## src/rtl/exe_stage.sv

```systemverilog
// Execute stage: Val2 generation, ALU, NZCV status register, branch target
// resolution and the EX/MEM pipeline register.
module exe_stage (
   input  logic        clk,
   input  logic        rst,
   input  logic        freeze,
   input  logic        WB_EN_in,
   input  logic        MEM_R_EN_in,
   input  logic        MEM_W_EN_in,
   input  logic [3:0]  EXE_CMD,
   input  logic        B,
   input  logic        S,
   input  logic [31:0] PC_in,
   input  logic [31:0] Val_Rn,
   input  logic [31:0] Val_Rm,
   input  logic        imm,
   input  logic [11:0] Shift_Operand,
   input  logic [23:0] Signed_imm_24,
   input  logic [3:0]  Dest_in,
   output logic [3:0]  SR,
   output logic        branch_taken,
   output logic [31:0] branch_address,
   output logic        WB_EN,
   output logic        MEM_R_EN,
   output logic        MEM_W_EN,
   output logic [31:0] ALU_Res,
   output logic [31:0] Val_Rm_out,
   output logic [3:0]  Dest
);

   logic [3:0]  r_sr;
   logic        r_wb_en, r_mem_r_en, r_mem_w_en;
   logic [31:0] r_alu_res, r_val_rm;
   logic [3:0]  r_dest;

   logic [4:0]  w_rot, w_amt;
   logic [63:0] w_imm_dbl, w_rm_dbl;
   logic [31:0] w_imm_rot, w_reg_sh, w_val2, w_res;
   logic [32:0] w_sum;
   logic        w_n, w_z, w_c, w_v;

   // Rotations use a doubled word so that an amount of 0 falls out naturally.
   always_comb begin
      w_rot     = {Shift_Operand[11:8], 1'b0};
      w_amt     = Shift_Operand[11:7];
      w_imm_dbl = {24'b0, Shift_Operand[7:0], 24'b0, Shift_Operand[7:0]} >> w_rot;
      w_imm_rot = w_imm_dbl[31:0];
      w_rm_dbl  = {Val_Rm, Val_Rm} >> w_amt;
      case (Shift_Operand[6:5])
         2'b00:   w_reg_sh = Val_Rm << w_amt;
         2'b01:   w_reg_sh = Val_Rm >> w_amt;
         2'b10:   w_reg_sh = 32'($signed(Val_Rm) >>> w_amt);
         default: w_reg_sh = w_rm_dbl[31:0];
      endcase
      if (MEM_R_EN_in || MEM_W_EN_in)
         w_val2 = {20'b0, Shift_Operand};
      else if (imm)
         w_val2 = w_imm_rot;
      else
         w_val2 = w_reg_sh;
   end

   // Logic ops and unknown codes leave C and V at their current values.
   always_comb begin
      w_sum = '0;
      w_res = '0;
      w_c   = r_sr[1];
      w_v   = r_sr[0];
      case (EXE_CMD)
         4'b0001: w_res = w_val2;
         4'b1001: w_res = ~w_val2;
         4'b0010, 4'b0011: begin
            w_sum = {1'b0, Val_Rn} + {1'b0, w_val2}
                    + {32'b0, (EXE_CMD[0] & r_sr[1])};
            w_res = w_sum[31:0];
            w_c   = w_sum[32];
            w_v   = (Val_Rn[31] == w_val2[31]) && (w_res[31] != Val_Rn[31]);
         end
         4'b0100, 4'b0101: begin
            w_sum = {1'b0, Val_Rn} - {1'b0, w_val2}
                    - {32'b0, (EXE_CMD[0] & ~r_sr[1])};
            w_res = w_sum[31:0];
            w_c   = ~w_sum[32];
            w_v   = (Val_Rn[31] != w_val2[31]) && (w_res[31] != Val_Rn[31]);
         end
         4'b0110: w_res = Val_Rn & w_val2;
         4'b0111: w_res = Val_Rn | w_val2;
         4'b1000: w_res = Val_Rn ^ w_val2;
         default: w_res = '0;
      endcase
      w_n = w_res[31];
      w_z = (w_res == 32'b0);
   end

   assign branch_taken   = B;
   assign branch_address = PC_in + {{6{Signed_imm_24[23]}}, Signed_imm_24, 2'b00};

   // EX/MEM boundary
   always_ff @(posedge clk) begin
      if (rst) begin
         r_sr       <= '0;
         r_wb_en    <= 1'b0;
         r_mem_r_en <= 1'b0;
         r_mem_w_en <= 1'b0;
         r_alu_res  <= '0;
         r_val_rm   <= '0;
         r_dest     <= '0;
      end else if (!freeze) begin
         if (S)
            r_sr <= {w_n, w_z, w_c, w_v};
         r_wb_en    <= WB_EN_in;
         r_mem_r_en <= MEM_R_EN_in;
         r_mem_w_en <= MEM_W_EN_in;
         r_alu_res  <= w_res;
         r_val_rm   <= Val_Rm;
         r_dest     <= Dest_in;
      end
   end

   assign SR         = r_sr;
   assign WB_EN      = r_wb_en;
   assign MEM_R_EN   = r_mem_r_en;
   assign MEM_W_EN   = r_mem_w_en;
   assign ALU_Res    = r_alu_res;
   assign Val_Rm_out = r_val_rm;
   assign Dest       = r_dest;

endmodule

```

## config.mk

```make
export PLATFORM = sky130hd
export DESIGN_NAME = exe_stage
export DESIGN_NICKNAME = d
export VERILOG_FILES = /design/src/rtl/exe_stage.sv
export SDC_FILE = /design/constraint.sdc
export NUM_CORES = 1
export LEC_CHECK = 0
export ABC_AREA = 0
export BUFFER_PORTS_ARGS = -buffer_cell sky130_fd_sc_hd__buf_2
export CAP_MARGIN = 5
export CORE_MARGIN = 10
export CORE_UTILIZATION = 50
export CTS_CLUSTER_DIAMETER = 200
export DETAILED_ROUTE_END_ITERATION = 6
export PLACE_DENSITY = 0.76
export SYNTH_ARGS = -nofsm -noshare
export SYNTH_HDL_FRONTEND = slang
export SYNTH_SLANG_ARGS = --single-unit
```

## constraint.sdc

```tcl
create_clock -name clk -period 6.5 [get_ports clk]
set_input_delay 1.3 -clock clk [delete_from_list [all_inputs] [get_ports clk]]
set_output_delay 1.3 -clock clk [all_outputs]
set_load 0.05 [all_outputs]
```

## After elaboration in Yosys (flattened, before gate mapping)

Index checks and enable logic that the tools add are counted.

| cells by class | value |
|---|---|
| bitwise operators | 9 |
| reduce and logical (&&, ||, !) cells | 10 |
| shift-type cells | 5 |
| equality and inequality tests | 15 |
| muxes and demuxes | 6 |
| add/sub/neg operators | 5 |

Operators with widths:

| kind | number |
|---|---|
| case mux 32 bit (7 select lines) | 1 |
| case mux 32 bit (3 select lines) | 1 |
| two-way mux 32 bit | 2 |
| right shift 64 x 5 -> 32 bit | 1 |
| right shift 40 x 5 -> 32 bit | 1 |
| adder 32 x 32 -> 33 bit | 1 |
| adder 33 x 1 -> 33 bit | 1 |
| subtractor 32 x 32 -> 33 bit | 1 |
| subtractor 33 x 1 -> 33 bit | 1 |
| adder 32 bit | 1 |
| bitwise AND 32 bit | 1 |
| zero test 32 bit | 1 |
| inverter 32 bit | 1 |
| bitwise OR 32 bit | 1 |
| left shift 32 x 5 -> 32 bit | 1 |
| right shift 32 x 5 -> 32 bit | 1 |
| >>> shifter 32 x 5 -> 32 bit | 1 |
| XOR 32 bit | 1 |
| equality test 4 x 3 -> 1 bit, second input constant | 4 |
| equality test 4 x 2 -> 1 bit, second input constant | 2 |
| equality test 4 bit, second input constant | 2 |
| equality test 4 x 1 -> 1 bit, second input constant | 1 |
| case mux 1 bit (2 select lines) | 2 |
| OR reduction 2 bit | 2 |
| 12 further kinds | 18 |

| storage, ports and cells | value |
|---|---|
| output and inout port bits | 108 |
| word-level logic and storage cells | 58 |
| bits of input ports | 149 |
| bits in registers | 75 |

## Logic depth before layout (Yosys ltp)

| depth | value |
|---|---|
| word-level depth | 9 |
| gate-level depth with buffers | 28 |
| mapped depth without buffers | 23 |

## Worst setup path before layout

No wires, ideal clock.

| timing | value |
|---|---|
| path type | input port to flip-flop |
| start | input port Shift_Operand[8] |
| end | register r_sr[2] (netlist: SR[2]) |
| stages | 27 |
| slack | -0.523 ns |
| path buffers | 5 |
| arrival time | 6.931 ns |
| setup time | 0.092 ns |
| required time | 6.408 ns |
| cell sequence | buf_4 -> buf_6 -> buf_6 -> buf_4 -> buf_2 -> mux4_2 -> mux2_2 -> a221oi_1 -> a31oi_1 -> xnor2_1 -> ha_1 -> inv_1 -> ha_1 -> or2_2 -> fa_1 -> nand2b_1 -> a31oi_1 -> o211ai_1 -> a211oi_1 -> o31ai_1 -> nand2_1 -> a21o_1 -> mux2_2 -> nand4bb_1 -> nor4_1 -> nand4_1 -> o32ai_1 |

| between the ends | value |
|---|---|
| cells in the longest elaborated chain, start to end | 8 |
| elaborated cells between the ends (all ways) | 18 |
| classes of those cells | 4 x add/sub; 5 x shift; 4 x mux; 4 x bitwise; 1 x reduce/logical |

Ends and longest elaborated chain:

| element | RTL line | text |
|---|---|---|
| start, declared | 17 | `input logic [11:0] Shift_Operand,` |
| right shift 64 x 5 -> 32 bit (tied with other cells) | 48 | `w_rm_dbl = {Val_Rm, Val_Rm} >> w_amt;` |
| case mux 32 bit (3 select lines) | 49 | `case (Shift_Operand[6:5])` |
| two-way mux 32 bit | 57 | `else if (imm)` |
| two-way mux 32 bit * | 55 | `if (MEM_R_EN_in \|\| MEM_W_EN_in)` |
| subtractor 32 x 32 -> 33 bit or adder 32 x 32 -> 33 bit (tied branches) | 80, 73 |  |
| subtractor 33 x 1 -> 33 bit or adder 33 x 1 -> 33 bit (tied branches) | 81, 74 |  |
| case mux 32 bit (7 select lines) * | 69 | `case (EXE_CMD)` |
| zero test 32 bit * | 92 | `w_z = (w_res == 32'b0);` |
| end signal, assigned | 110 | `r_sr <= {w_n, w_z, w_c, w_v};` |
| end, declared | 31 | `logic [3:0] r_sr;` |

Mark *: on every way between the ends. The rest lies on a longest branch, timed or not.
A chain may end at the register's enable or synchronous reset.

## Final worst setup path

Same ends and word-level chain as after synthesis.

==> run_results.csv <==
group,metric,value,unit
outcome,outcome,"finished, violations left",
outcome,violations,"design-rule violations, negative setup slack",
floorplan,ioPinCount,257,
grt,antenna_found_initial,1,
floorplan,floorplan.core_area,32450,um2
power_and_ir_drop,finalPower,3746,uW
sta,setup_viol,1,
route,vias,22600,
floorplan,die_height,201.1,um
critical_path,cp-start-kind,"primary input",
layout,multiInputGateArea,14220,um2
grt,grt_max_degree,57,
grt,overflow,0,
route,drc,1,
synth,ys_ff_latch,75,
layout,fillers,2475,
critical_path,worstSetupEndpointType,"register",
clocking,htree_levels,3,
synth,synth_top_cell_area_share,0.1152,
synth,synth_top_area_cell,"ha_1",
synth,synth_area,16390,um2
clocking,cts.path.max_buffers,2,
sta,slew_viol_final,0,
synth,postSynthCellCount,2180,
sta,worstMarginPinSlew,0.8774,ns
clocking,insertion_delay,0.36,ns
placement,io_buffers,250,
sta,max_slew_margin,0.4089,
clocking,cts_hold_buf,0,
route,antenna_left,0,
grt,grt_pass1_wl,133900,um
layout,design_area,23640,um2
route,drt_iter0_markers,3112,
route,firstDrtPassIters,7,
synth,yosys_warnings,0,
sta,clock_skew,0.006612,ns
grt,grt_usage,0.4213,
power_and_ir_drop,power_density,158.4,nW/um2
floorplan,dieArea,40430,um2
clocking,cts_made_buffers,9,
synth,ys_seq_area_frac,0.09158,
critical_path,ff2ff_path_depth,19,
synth,synthArstFlopShare,0,
sta,hold_viol,0,
layout,fin_util,0.7285,
sta,postLayoutSetupSlackWorst,-0.07139,ns
sta,max_freq,152.2,MHz
placement,gp_congestion,1.115,
grt,grt_pass1_vias,21980,
synth,synthMostInstantiatedCell,"nor2_1",
clocking,clkTransAtPathRegs,0.07,ns
clocking,cts_tree,"done",
synth,synthFlopType,"dfxtp_1",
clocking,cts_sinks,75,
power_and_ir_drop,vdd_drop_max,234.7,uV
route,wirelength,91530,um
clocking,root_buffer,"clkbuf_16",
power_and_ir_drop,leakagePower,0.01119,uW
critical_path,arrival,6.85,ns
placement,place_area,22380,um2
placement,dpl.hpwl,71740,um
route,via_per_inst,6.699,
synth,syn_nets,2484,
synth,netlist_top_cells_area,"ha_1, dfxtp_1, mux4_2",
sta,period_needed,6.571,ns
layout,seq_area,1501,um2
hold_path,hold_path.class,"reg -> reg",
layout,nNetsFinal,3232,
sta,rsz0062_at_grt,"true",
layout,num_antenna_cells,0,
synth,netlist_top_cells_count,"nor2_1, nand2_1, a21oi_1",
floorplan,initial_utilization,0.5052,
critical_path,critical_path_class,"in -> reg",
job,maxCapViolCount,0,
layout,layout-drive-gt1-share,0.3881,
hold_path,hold_depth,2,
synth,synth_edf_count,0,
critical_path,cp_data_required_time,6.78,ns
floorplan,fp.dieW,201.1,um
route,routedWlPerCell,27.13,um
sta,fin_setup_tns,-0.07139,ns
synth,ys_types,96,
layout,area_growth_syn_to_layout,44.22,%
floorplan,placement_rows,66,
critical_path,worstPathMaxFanout,19,
sta,period_share,1.011,
synth,syn_area_per_cell,7.520,um2
[power breakdown]
| group | switching, uW | internal [uW] | total [uW] |
|---|---|---|---|
| sequential | 20.7 | 491 | 511 |
| combinational | 1520 | 1100 | 2620 |
| clock | 238 | 376 | 614 |
| total | 1780 | 1960 | 3750 |
[worst max-delay path: stages]
cell and delay [ns]:
buf_6 0.21, buf_12 0.18, buf_4 0.19, nand2b_1 0.15, o32ai_2 0.36, nor3_1 0.11
buf_4 0.15, a211o_1 0.29, o311ai_4 0.39, ha_1 0.32, inv_1 0.09, ha_1 0.28
a21o_1 0.26, a221oi_1 0.30, o211ai_1 0.25, a21oi_2 0.21, o21bai_1 0.10, xor2_1 0.16
a2111oi_2 0.40, and4_1 0.25, nand4_1 0.15, nor4_2 0.25, buf_4 0.17, nand4_1 0.14
o32ai_2 0.15
[layout by cell type (no fill, tap or decap), types with 10 or more instances in the layout]
cell type and n:
dfxtp_1 75, a31oi_1 29, o21a_1 22, xnor2_1 52, o21ai_0 121, a221oi_1 16
nand2_1 181, o21ai_1 12, mux4_2 64, o211ai_1 28, and2_1 13, mux2_2 27
o32ai_1 10, inv_1 146, nor2b_1 18, mux2i_1 122, o31ai_1 11, nand2b_1 26
clkbuf_16 11, and3_1 14, nand4_1 24, buf_12 20, ha_1 144, a21oi_1 150
o221ai_1 23, or2_2 10, nor3_1 53, nor2_1 190, xor2_1 14, o21bai_1 13
o22ai_1 24, buf_2 247, a21o_1 39, nand3_1 45, buf_4 623, a211oi_1 32
[final timing paths]
check,from,end,slack [ns]
max,Shift_Operand[8],SR[2],-0.07
min,ALU_Res[0],ALU_Res[0],0.47
max reg2reg,SR[1],SR[2],1.93
min reg2reg,ALU_Res[0],ALU_Res[0],0.47
[cell families (layout without fill, tap and decap cells)]
kind of cell	Yosys count	after routing	synth area share
mux	231	231	0.1996
xor+xnor	67	67	0.03579
buf+inv	314	1066	0.08029
simple gates	646	646	0.1858
flops	75	75	0.09158
fa+ha+maj	155	155	0.1201
compound gates	692	692	0.2868
[repair_timing]
item                                    CTS  global route
endpoints found under the setup margin   18            18
gates cloned                              0             2
setup buffers                            17            19
resized for setup                        62            80
pin swaps                                30            55
[flip-flops by register name, summed over array words and instances (netlist names)]
register	flops
Val_Rm_out	32
WB_EN	1
MEM_W_EN	1
Dest	4
SR	4
ALU_Res	32
MEM_R_EN	1
[layout make-up]
| class | instances | area share |
|---|---|---|
| Tap cell | 442 | 0.02339 |
| Clock buffer | 9 | 0.009525 |
| Timing Repair Buffer | 900 | 0.2733 |
| Clock inverter | 6 | 0.004763 |
| Multi-Input combinational cell | 1791 | 0.6016 |
| Inverter | 151 | 0.02397 |
| Sequential cell | 75 | 0.06350 |
[metal layers]
layer / share of wire / wire, um / global-route usage
met1: 0.34 / 31330 / 0.4672
met2: 0.44 / 40600 / 0.6790
met3: 0.12 / 10710 / 0.1044
met4: 0.097 / 8880 / 0.3381
met5: 0.00014 / 13 / 0
[metrics by stage]
step	worst slack, ns	hold slack [ns]	std cells
after global routing	-0.2471	0.4940	3374
after floorplan	-0.04078	0.6849	2180
after detailed placement	-0.8829	0.4619	3323
after CTS	0.007479	0.4721	3355
after global placement	-0.9140	0.4498	3323
final	-0.07139	0.4733	3374
Power figures use the tool's default switching activity.
